`config.mk`:
```
export PLATFORM = sky130hd
export DESIGN_NAME = if_id_stage_reg
export DESIGN_NICKNAME = d
export VERILOG_FILES = /design/src/rtl/if_id_stage_reg.sv
export SDC_FILE = /design/constraint.sdc
export NUM_CORES = 1
export LEC_CHECK = 0
export BUFFER_PORTS_ARGS = -buffer_cell sky130_fd_sc_hd__buf_2
export CORE_ASPECT_RATIO = 1.25
export CORE_UTILIZATION = 25
export CTS_CLUSTER_SIZE = 10
export DETAILED_ROUTE_END_ITERATION = 7
export PLACE_DENSITY = 0.46
export SYNTH_ARGS = -nofsm -noshare
export SYNTH_HDL_FRONTEND = slang
export SYNTH_SLANG_ARGS = --single-unit
```
`constraint.sdc`:
```
create_clock -name clk -period 1.7 [get_ports clk]
set_input_delay 0.085 -clock clk [delete_from_list [all_inputs] [get_ports clk]]
set_output_delay 0.085 -clock clk [all_outputs]
set_load 0.05 [all_outputs]
```
`src/rtl/if_id_stage_reg.sv`:
```
// IF/ID pipeline register: captures PC/instruction, stalls on ifid_write=0, inserts FLUSH_CYCLES bubbles on flush.
// Optional stall/flush performance counters are built when IFID_PERF_CNT_EN is defined.
module if_id_stage_reg #(
  parameter int                   PC_W         = 7,
  parameter int                   INSTR_W      = 32,
  parameter logic [INSTR_W-1:0]   NOP_INSTR    = INSTR_W'(32'h0000_0000),
  parameter int                   FLUSH_CYCLES = 1,
  parameter int                   CNT_W        = 16
) (
  input  logic               clk,
  input  logic               reset,
  input  logic [PC_W-1:0]    pc_in,
  input  logic [INSTR_W-1:0] instr_in,
  input  logic               ifid_write,
  input  logic               flush,
  output logic [PC_W-1:0]    pc_out,
  output logic [PC_W-1:0]    pc_plus4_out,
  output logic [INSTR_W-1:0] instr_out,
  output logic               valid_out,
  output logic               bubble_active
`ifdef IFID_PERF_CNT_EN
  ,
  output logic [CNT_W-1:0]   stall_cnt,
  output logic [CNT_W-1:0]   flush_cnt
`endif
);

  typedef enum logic {RUN = 1'b0, FLUSH = 1'b1} state_e;

  localparam logic [2:0]      RELOAD  = 3'(FLUSH_CYCLES - 1);
  localparam logic [PC_W-1:0] PC_FOUR = PC_W'(4);

  state_e             state_q, state_d;
  logic [2:0]         cnt_q, cnt_d;
  logic [PC_W-1:0]    pc_q, pc_d, pc4_q, pc4_d;
  logic [INSTR_W-1:0] instr_q, instr_d;
  logic               valid_q, valid_d;

  always_comb begin
    state_d = state_q;
    cnt_d   = cnt_q;
    pc_d    = pc_q;
    pc4_d   = pc4_q;
    instr_d = instr_q;
    valid_d = valid_q;
    if (flush) begin
      // A flush discards the fetch but leaves the PC pair pointing at the last real instruction
      instr_d = NOP_INSTR;
      valid_d = 1'b0;
      cnt_d   = RELOAD;
      state_d = (FLUSH_CYCLES > 1) ? FLUSH : RUN;
    end else if (state_q == FLUSH) begin
      instr_d = NOP_INSTR;
      valid_d = 1'b0;
      cnt_d   = cnt_q - 3'd1;
      if (cnt_q == 3'd1) state_d = RUN;
    end else if (ifid_write) begin
      pc_d    = pc_in;
      pc4_d   = pc_in + PC_FOUR;
      instr_d = instr_in;
      valid_d = 1'b1;
    end
  end

  always_ff @(posedge clk or posedge reset) begin
    if (reset) begin
      state_q <= RUN;
      cnt_q   <= '0;
      pc_q    <= '0;
      pc4_q   <= PC_FOUR;
      instr_q <= NOP_INSTR;
      valid_q <= 1'b0;
    end else begin
      state_q <= state_d;
      cnt_q   <= cnt_d;
      pc_q    <= pc_d;
      pc4_q   <= pc4_d;
      instr_q <= instr_d;
      valid_q <= valid_d;
    end
  end

  assign pc_out        = pc_q;
  assign pc_plus4_out  = pc4_q;
  assign instr_out     = instr_q;
  assign valid_out     = valid_q;
  assign bubble_active = (state_q == FLUSH);

`ifdef IFID_PERF_CNT_EN
  logic [CNT_W-1:0] stall_cnt_q, stall_cnt_d, flush_cnt_q, flush_cnt_d;

  // Both counters saturate rather than wrap
  always_comb begin
    stall_cnt_d = stall_cnt_q;
    flush_cnt_d = flush_cnt_q;
    if (state_q == RUN && !flush && !ifid_write && stall_cnt_q != '1)
      stall_cnt_d = stall_cnt_q + CNT_W'(1);
    if (flush && flush_cnt_q != '1)
      flush_cnt_d = flush_cnt_q + CNT_W'(1);
  end

  always_ff @(posedge clk or posedge reset) begin
    if (reset) begin
      stall_cnt_q <= '0;
      flush_cnt_q <= '0;
    end else begin
      stall_cnt_q <= stall_cnt_d;
      flush_cnt_q <= flush_cnt_d;
    end
  end

  assign stall_cnt = stall_cnt_q;
  assign flush_cnt = flush_cnt_q;
`else
  // Performance counters not built in this configuration.
`endif

endmodule

```
After elaboration in Yosys (flattened, before gate mapping)
Cells that the tools add are included.

cells by class
  equality and inequality tests = 1
  bitwise operators = 2
  muxes and demuxes = 11
  add/subtract/negate cells = 2
  reductions and logical operators = 3

operators with widths
  kind                                                                   number
  32-bit two-way mux                                                     3
  7-bit by 3-bit adder with 7-bit output, second input constant          1
  1-bit two-way mux                                                      6
  3-bit two-way mux                                                      2
  3-bit by 1-bit equality test with 1-bit output, second input constant  1
  3-bit AND reduction                                                    1
  3-bit nonzero test                                                     1
  3-bit by 1-bit subtractor with 3-bit output, second input constant     1
  1-bit NOT                                                              2
  2-bit nonzero test                                                     1

word-level totals
  bits in registers = 51
  bits of input ports = 43
  output and inout port bits = 48
  logic and storage cells = 25

Longest topological paths before layout
Gate-level depths: netlist of the first run.

  depth after elaboration = 4
  mapped depth = 6
  depth with buffers taken out = 5

Worst setup path after synthesis of the first run
OpenSTA, ideal clock, no wires.

  path type = register to register
  start = register state_q (netlist: bubble_active)
  end = register pc_q[0] (netlist: pc_out[0])
  required time = 1.575 ns
  buffers on the path = 2
  setup slack = 0.064 ns
  period minus slack after synthesis = 1.636 ns
  cell stages (with the launch flop) = 5
  arrival = 1.511 ns
  setup time = 0.125 ns
  path through = dfrtp_1 > buf_2 > nor3b_2 > buf_4 > mux2_2

on the way
  longest elaborated chain between the ends = 2

RTL lines
  element                               line  RTL
  start: declaration                    33    state_e state_q, state_d;
  start signal: assignment              74    state_q <= state_d;
  1-bit NOT (no source line)            --
  3-bit AND reduction (no source line)  --
  end signal: assignment                76    pc_q <= pc_d;
  end: declaration                      35    logic [PC_W-1:0] pc_q, pc_d, pc4_q, pc4_d;

Every way passes these cells.
A chain may end at the register's enable or synchronous reset.

Worst setup path after layout of the first run
  start = register state_q (netlist: bubble_active)
  end = register pc_q[5] (netlist: pc_out[5])

The elaborated chain is that of the path after synthesis.

==> results.yml, run 1 <==
layout:
  areaGrowthSynthToFinish_pct: 46.5
  final_util: 0.376
  antennaDiodeCount: 0
  fin_nets: 290
  final_cell_area_um2: 2770
  layout-drive-gt1-share: 0.478
placement:
  gp_congestion: 0.638
  placed_area_um2: 2460
  dp_hpwl_mm: 3.07
  port_buffers: 90
  dp_slack_ps: 376
yosys:
  synth_top_area_share: 0.636
  syn_area_um2: 1890
  synth_top_area_cell: "dfrtp_1"
  seq_area_frac_synth: 0.650
  synth-async-reset-ratio: 1.00
  yosysMostFrequentCell: "dfrtp_1"
  synth-main-ff-cell: "dfrtp_1"
  yosys-top-cells-area: "dfrtp_1 64%, a22o_1 15%, mux2_2 4.8%, ha_1 2.0%, buf_2 1.6%"
  yosysWarnings: 0
  syn_avg_cell_area_um2: 14.3
  syn_nets: 178
  synth_edf_count: 0
  ys_ff_latch: 49
  synth.distinct_cells: 23
  netlist_top_cells_count: "48 x dfrtp_1, 32 x a22o_1, 8 x mux2_2, 8 x nor2_1, 6 x buf_2"
  postSynthCellCount: 132
min_path:
  holdCritPathClass: "input pin to flip-flop"
worst_setup_path:
  path_max_fanout: 28
  cp-end-kind: "flip-flop"
  path_class: "flip-flop to flip-flop"
  cp.arrival_ps: 1540
  startpoint_type: "flip-flop"
  cp.required_ps: 1900
route:
  wl_mm: 4.65
  drc: 0
  post_drt_via_cell_ratio: 4.39
  drt_iter0_markers: 51
  vias: 1480
  ant_nets: 0
  drt_pass1_iterations: 4
  routedWlPerCell_um: 13.8
cts:
  cts_buffer_depth: 2
  insertion_delay_ps: 300
  cts_resized: 0
  cts_hold_buf: 20
  postCtsSetupRepairBufs: 0
  cts_tree: "built"
  cts_root_buf: "clkbuf_8"
  cts_max_level: 2
  path_clk_slew_ps: 100
  clock-sinks: 49
  cts_buffers: 5
die:
  core.rowCount: 35
  pin_count: 91
  initial_core_util: 0.257
  core_um2: 7360
  die_h_um: 99.2
  dieArea_um2: 7910
  die_w_um: 79.8
power:
  ir_drop_v: 0.000367
  power_density_nw_per_um2: 990
  total_power_mw: 2.74
  leakage_nw: 1.41
sta:
  period_share: 0.785
  worstMarginPinSlew_ps: 500
  fin_ws_ps: 366
  finClkSkew_ps: 8.36
  fmax_mhz: 750
  min_period_ps: 1330
  tns_ps: 0
  hold_violations: 0
  rsz0062_at_grt: "no"
  slew_headroom: 0.666
  setup_viol: 0
  slew_viol_final: 0
global_route:
  grt_max_degree: 33
  antenna_found_initial: 0
  first_global_vias: 1489
  grt_pass1_wl_mm: 7.20
  gr-total-overflow: 0
  grt_use_total: 0.120
outcome:
  status: "completed"
job:
  cap_violations: 0
critical path: stages (launching register included):
cell	delay, ps
dfrtp_1	420
nor3b_4	230
buf_12	210
mux2_2	350
stage by stage:
| stage | hold WS, ps | instances |
|---|---|---|
| 2_1_floorplan | 135 | 132 |
| 3_3_place_gp | 153 | 308 |
| 3_5_place_dp | 150 | 308 |
| 4_1_cts | 1.63 | 336 |
| 5_1_grt | 0.151 | 337 |
| 6_report | 8.61 | 337 |
power by group:
group | internal [mW] | switching, mW | total, mW
Combinational | 0.219 | 0.495 | 0.713
Sequential | 1.25 | 0.0463 | 1.30
Clock | 0.298 | 0.430 | 0.728
Total | 1.77 | 0.970 | 2.74
per-layer routing:
layer | global-route usage | routed length [um] | vias to the layer above
met5 | 0 | 0 | -
met4 | 0.0412 | 57 | 0
met3 | 0.0257 | 260 | 5
met2 | 0.206 | 2290 | 52
met1 | 0.148 | 2040 | 722
li1 | - | - | 701
cell type report:
cell class / instances / area, um^2
Clock buffer: 5 / 68.8
Clock inverter: 3 / 25.0
Fill cell: 735 / 4590
Inverter: 3 / 11.3
Multi-Input combinational cell: 69 / 584
Sequential cell: 49 / 1230
Tap cell: 92 / 115
Timing Repair Buffer: 116 / 736
state kept, by name, indices dropped and copies added, names as in the netlist:
signal and count:
cnt_q 3, valid_out 1, pc_out 7, bubble_active 1
instr_out 32, pc_plus4_out 5
cell families after synthesis:
family | after synthesis | synth area share
compound gates | 37 | 0.167
xor+xnor | 5 | 0.0232
fa+ha+maj | 3 | 0.0199
buf+inv | 14 | 0.0477
flops | 49 | 0.650
mux | 8 | 0.0477
simple gates | 16 | 0.0450
worst paths after layout:
| path | slack (ps) | to | cells past startpoint | startpoint |
|---|---|---|---|---|
| hold reg to reg | 500 | instr_out[6] | 1 | instr_out[6] |
| hold / removal | 9 | instr_out[15] | 2 | instr_in[15] |
| setup reg to reg | 370 | pc_out[5] | 3 | bubble_active |
| min in group asynchronous | 340 | pc_out[1] | 3 | reset |
| setup / recovery | 370 | pc_out[5] | 3 | bubble_active |
| max in group asynchronous | 780 | pc_plus4_out[2] | 4 | reset |
placed cells by master (no fill, tap or decap):
master	instances
a211oi_1	1
a21oi_1	2
a21oi_2	2
a22o_1	32
buf_12	3
buf_2	90
buf_4	2
clkbuf_8	5
clkinv_4	1
clkinvlp_4	1
dfrtp_1	48
dfstp_2	1
dlygate4sd3_1	21
ha_1	3
inv_1	2
inv_2	1
inv_6	1
mux2_2	8
nand2_1	1
nand3_1	2
nor2_1	8
nor2b_1	1
nor3_1	1
nor3_4	1
nor3b_1	1
nor3b_4	1
xnor2_1	2
xor2_1	3
Power figures use the tool's default switching activity.
==> inputs of run 2 (changes only) <==
--- a/config.mk
+++ b/config.mk
@@ -10,7 +10,7 @@
 export CORE_UTILIZATION = 25
 export CTS_CLUSTER_SIZE = 10
 export DETAILED_ROUTE_END_ITERATION = 7
-export PLACE_DENSITY = 0.46
+export PLACE_DENSITY = 0.47
 export SYNTH_ARGS = -nofsm -noshare
 export SYNTH_HDL_FRONTEND = slang
 export SYNTH_SLANG_ARGS = --single-unit
==> constraint.sdc (replaced) <==
create_clock -name clk -period 1.12 [get_ports clk]
set_input_delay 0.056 -clock clk [delete_from_list [all_inputs] [get_ports clk]]
set_output_delay 0.056 -clock clk [all_outputs]
set_load 0.05 [all_outputs]
==> run 2 against run 1 <==
Against the previous run:
- the flow now finishes with violations (negative setup slack)
- die area is the same
- first-iteration DRC count down 35%
- flip-flop and latch count did not move
- maximum frequency up 3.5%
- hold slack gained 13 ps
- clock skew barely moved
- wire length is 9.4% higher
- largest cell class unchanged
==> results.yml, run 2 (synthesis gave the netlist of run 1 again) <==
cts:
  insertion_delay_ps: 300
  cts_max_level: 2
  clock-sinks: 49
  cts_buffer_depth: 2
  cts_root_buf: "clkbuf_8"
  cts_buffers: 5
  path_clk_slew_ps: 90
  cts_tree: "built"
layout:
  layout_commonest_cell: "buf_2"
  areaGrowthSynthToFinish_pct: 70.9
  fin_nets: 323
  final_cell_area_um2: 3230
  final_util: 0.439
  antennaDiodeCount: 0
  final_cell_mix: "88 x buf_2, 47 x dfrtp_1, 38 x dlygate4sd3_1"
  layout-drive-gt1-share: 0.504
  largest_reg_flops: 32
sta:
  period_share: 1.15
  min_period_ps: 1290
  tns_ps: -5420
  fmax_mhz: 776
  worstMarginPinSlew_ps: 344
  slew_viol_final: 0
  slew_headroom: 0.771
  hold_violations: 0
  fin_ws_ps: -169
  finClkSkew_ps: 8.60
  rsz0062_at_grt: "yes"
  setup_viol: 45
global_route:
  first_global_vias: 1692
  gr-total-overflow: 0
  grt_use_total: 0.131
  antenna_found_initial: 0
  grt_pass1_wl_mm: 8.06
  grt_max_degree: 28
die:
  core.rowCount: 35
  pin_count: 91
  die_w_um: 79.8
  initial_core_util: 0.257
  dieArea_um2: 7910
  core_um2: 7360
  die_h_um: 99.2
placement:
  port_buffers: 90
  placed_area_um2: 2570
  gp_congestion: 0.660
  dp_hpwl_mm: 3.12
outcome:
  status: "finished with violations"
  violations: "negative setup slack"
route:
  drt_iter0_markers: 33
  wl_mm: 5.09
  post_drt_via_cell_ratio: 4.29
  drt_pass1_iterations: 4
  ant_nets: 0
  routedWlPerCell_um: 13.7
  vias: 1588
  drc: 0
min_path:
  hp-start: "pc_in[6]"
  hold_end: "pc_out[6]"
  worstHoldPathCells: 2
  holdCritPathClass: "input pin to flip-flop"
worst_setup_path:
  cp-end-kind: "flip-flop"
  rrSetupSlack_ps: -170
  worstReg2RegEnd: "pc_out[6]"
  reg2reg_depth: 4
  path_class: "flip-flop to flip-flop"
  cp.required_ps: 1320
  cp.arrival_ps: 1480
  path_max_fanout: 6
  crit-reg2reg-launch: "bubble_active"
  startpoint_type: "flip-flop"
power:
  ir_drop_v: 0.000561
  total_power_mw: 4.52
  power_density_nw_per_um2: 1400
  leakage_nw: 1.62
job:
  cap_violations: 0
==> run 2: power by group <==
group | switching [mW] | internal, mW | leakage (nW) | total, mW
clock | 0.597 | 0.671 | 0.0554 | 1.27
sequential | 0.0847 | 1.90 | 0.630 | 1.99
combinational | 0.789 | 0.471 | 0.936 | 1.26
==> run 2: timing repair <==
item                       4_1_cts  5_1_grt
hold endpoints to repair        85        0
setup endpoints to repair       45       47
hold buffers                    38        0
buffers inserted                 3        4
gates cloned                     1        2
resized for setup                5       15
pin swaps                        2        5
==> run 2: final cells by class <==
type	instances	area, um^2
Timing Repair Buffer	149	1110
Inverter	3	15.0
Clock buffer	6	72.6
Clock inverter	2	38.8
Sequential cell	49	1230
Tap cell	92	115
Multi-Input combinational cell	69	652
Fill cell	684	4130
==> run 2: worst max-delay path, stage by stage (launching register included) <==
cell and delay (ps):
dfrtp_2 430, nor3b_4 180, buf_4 160, buf_12 120, mux2_4 290
==> run 2: stage by stage <==
| step | instances | setup slack, ps | hold WS (ps) |
|---|---|---|---|
| 3_3_place_gp | 315 | -131 | 143 |
| 5_1_grt | 370 | -222 | 8.65 |
| 3_5_place_dp | 315 | -147 | 146 |
| 4_1_cts | 365 | -152 | 0.768 |
| 6_report | 370 | -169 | 21.8 |
| 2_1_floorplan | 132 | -379 | 91.6 |
==> run 2: how the worst max path moves through the flow <==
stage                  start         to  slack [ps]  cells past startpoint
2_1_floorplan  bubble_active  pc_out[0]        -380                      4
3_3_place_gp   bubble_active  pc_out[5]        -130                      3
3_5_place_dp   bubble_active  pc_out[4]        -150                      3
4_1_cts        bubble_active  pc_out[1]        -150                      4
5_1_grt        bubble_active  pc_out[5]        -220                      4
6_report       bubble_active  pc_out[6]        -170                      4
==> run 2: per-layer routing <==
layer  GRT usage  wire [um]  part of all wire
met5           0          0                 0
met4      0.0412         61             0.012
met3      0.0358        344             0.068
met2       0.216       2390              0.47
met1       0.166       2290              0.45
==> inputs of run 3 (changes only) <==
==> constraint.sdc (replaced) <==
create_clock -name clk -period 1.12 [get_ports clk]
set_input_delay 0.168 -clock clk [delete_from_list [all_inputs] [get_ports clk]]
set_output_delay 0.168 -clock clk [all_outputs]
set_load 0.05 [all_outputs]
==> run 3 against run 2 <==
Against the previous run:
- the run still ends with negative setup slack left
- utilization down 4.9 points
- register-to-register slack about the same
- maximum frequency up 0.72%
- die area unchanged
- critical path depth unchanged
- cell count down 11%
- via count down 8.8%
- non-clock buffer count down 40
- critical endpoint is now pc_plus4_out[3]
- largest cell class unchanged
==> results.yml, run 3 (synthesis gave the netlist of run 1 again) <==
placement:
  placed_area_um2: 2590
  dp_hpwl_mm: 3.13
  port_buffers: 90
  gp_congestion: 0.677
worst_setup_path:
  max_stage_delay_ps: 430
  critPathSlowestCell: "dfrtp_2"
  crit-reg2reg-launch: "bubble_active"
  reg2reg_depth: 4
  worstReg2RegEnd: "pc_plus4_out[3]"
  cp.required_ps: 1310
  cp.arrival_ps: 1470
  path_max_fanout: 6
  startpoint_type: "flip-flop"
  cp-end-kind: "flip-flop"
  rrSetupSlack_ps: -160
  crit_path_cell_trace: "nor3b_4 -> buf_4 -> buf_12 -> mux2_4"
  path_class: "flip-flop to flip-flop"
cts:
  path_clk_slew_ps: 90
  cts_buffer_depth: 2
  cts_buffers: 5
  cts_max_level: 2
  cts_tree: "built"
  clock-sinks: 49
  cts_root_buf: "clkbuf_8"
  insertion_delay_ps: 300
outcome:
  status: "finished with violations"
  violations: "negative setup slack"
route:
  drt_iter0_markers: 14
  routedWlPerCell_um: 13.5
  vias: 1449
  drt_pass1_iterations: 3
  wl_mm: 4.45
  post_drt_via_cell_ratio: 4.39
  drc: 0
  ant_nets: 0
die:
  core_um2: 7360
  dieArea_um2: 7910
  die_h_um: 99.2
  die_w_um: 79.8
  initial_core_util: 0.257
  pin_count: 91
  core.rowCount: 35
global_route:
  grt_pass1_wl_mm: 6.97
  first_global_vias: 1480
  grt_use_total: 0.115
  grt_max_degree: 28
  antenna_found_initial: 0
  gr-total-overflow: 0
min_path:
  hp-start: "pc_in[2]"
  worstHoldPathCells: 2
  hold_end: "pc_plus4_out[2]"
  holdCritPathClass: "input pin to flip-flop"
layout:
  areaGrowthSynthToFinish_pct: 51.9
  final_cell_area_um2: 2870
  layout_commonest_cell: "buf_2"
  largest_reg_flops: 32
  final_util: 0.390
  final_cell_mix: "48 x buf_2, 47 x dfrtp_1, 34 x buf_4"
  layout-drive-gt1-share: 0.559
  fin_nets: 283
  antennaDiodeCount: 0
  fill_cells: 743
sta:
  period_share: 1.14
  fin_ws_ps: -160
  worstMarginPinSlew_ps: 334
  setup_viol: 46
  slew_viol_final: 0
  rsz0062_at_grt: "yes"
  slew_headroom: 0.777
  finClkSkew_ps: 6.95
  hold_violations: 0
  fmax_mhz: 781
  min_period_ps: 1280
power:
  leakage_nw: 1.43
  ir_drop_v: 0.000576
  power_density_nw_per_um2: 1470
job:
  cap_violations: 0
run 3: cell types whose count changed in the layout (fill, tap and decap cells not counted), moves of 2 or more:
cell,before,now
clkbuf_4,0,17
a21oi_2,4,2
clkbuf_16,2,0
clkinvlp_4,1,3
dlygate4sd3_1,38,1
buf_6,7,3
a21oi_1,0,2
buf_2,88,48
buf_4,9,34
nor2_1,4,6
run 3: routing by layer:
layer | share of wire | up-vias | global-route usage | routed length (um)
li1 | - | 681 | - | -
met1 | 0.43 | 695 | 0.136 | 1900
met2 | 0.48 | 67 | 0.191 | 2110
met3 | 0.085 | 6 | 0.0422 | 378
met4 | 0.013 | 0 | 0.0385 | 57
met5 | 0 | - | 0 | 0
run 3: worst max path at each step:
stage / endpoint / cells past startpoint / slack [ps] / start
after floorplan: pc_out[0] / 4 / -380 / bubble_active
after global placement: pc_out[6] / 3 / -130 / bubble_active
after detailed placement: pc_plus4_out[3] / 3 / -160 / bubble_active
after CTS: pc_out[0] / 4 / -160 / bubble_active
after global routing: pc_plus4_out[2] / 6 / -220 / bubble_active
final: pc_plus4_out[3] / 4 / -160 / bubble_active
run 3: critical path, delay by kind of cell (launching register included):
| family | cells | cell delay (ps) |
|---|---|---|
| simple gates | 1 | 180 |
| mux | 1 | 290 |
| flops | 1 | 430 |
| buf+inv | 2 | 280 |
run 3: repair_timing:
item,in CTS,in global routing
buffers inserted,3,1
resized for setup,19,40
endpoints found under the hold margin,11,0
hold buffers,1,0
pin swaps,2,0
endpoints found under the setup margin,58,77
cloned,1,0
run 3: area by class of cell:
class / count / area (um^2) / area share
inverter: 3 / 15.0 / 0.00523
sequential: 49 / 1230 / 0.428
clock buffer: 6 / 72.6 / 0.0253
multi-input combinational: 69 / 634 / 0.221
tap: 92 / 115 / 0.0401
timing repair buffer: 109 / 790 / 0.275
clock inverter: 2 / 15.0 / 0.00523
run 3: through the flow:
step                power (mW)  instances  setup slack, ps  setup TNS (ps)  hold slack [ps]
finish                    4.23        330             -160           -4320             77.3
global route              4.46        330             -216           -7170             58.9
CTS                       4.26        329             -161           -5680             65.3
detailed placement        3.12        316             -163           -5310              168
global placement          3.11        316             -129           -3800              170
floorplan                 2.80        132             -379          -11340              204
run 3: power by group:
| group | leakage (nW) | switching, mW | internal, mW |
|---|---|---|---|
| logic | 0.768 | 0.760 | 0.448 |
| registers | 0.630 | 0.0876 | 1.90 |
| clock network | 0.0374 | 0.587 | 0.441 |
| total | 1.43 | 1.44 | 2.79 |
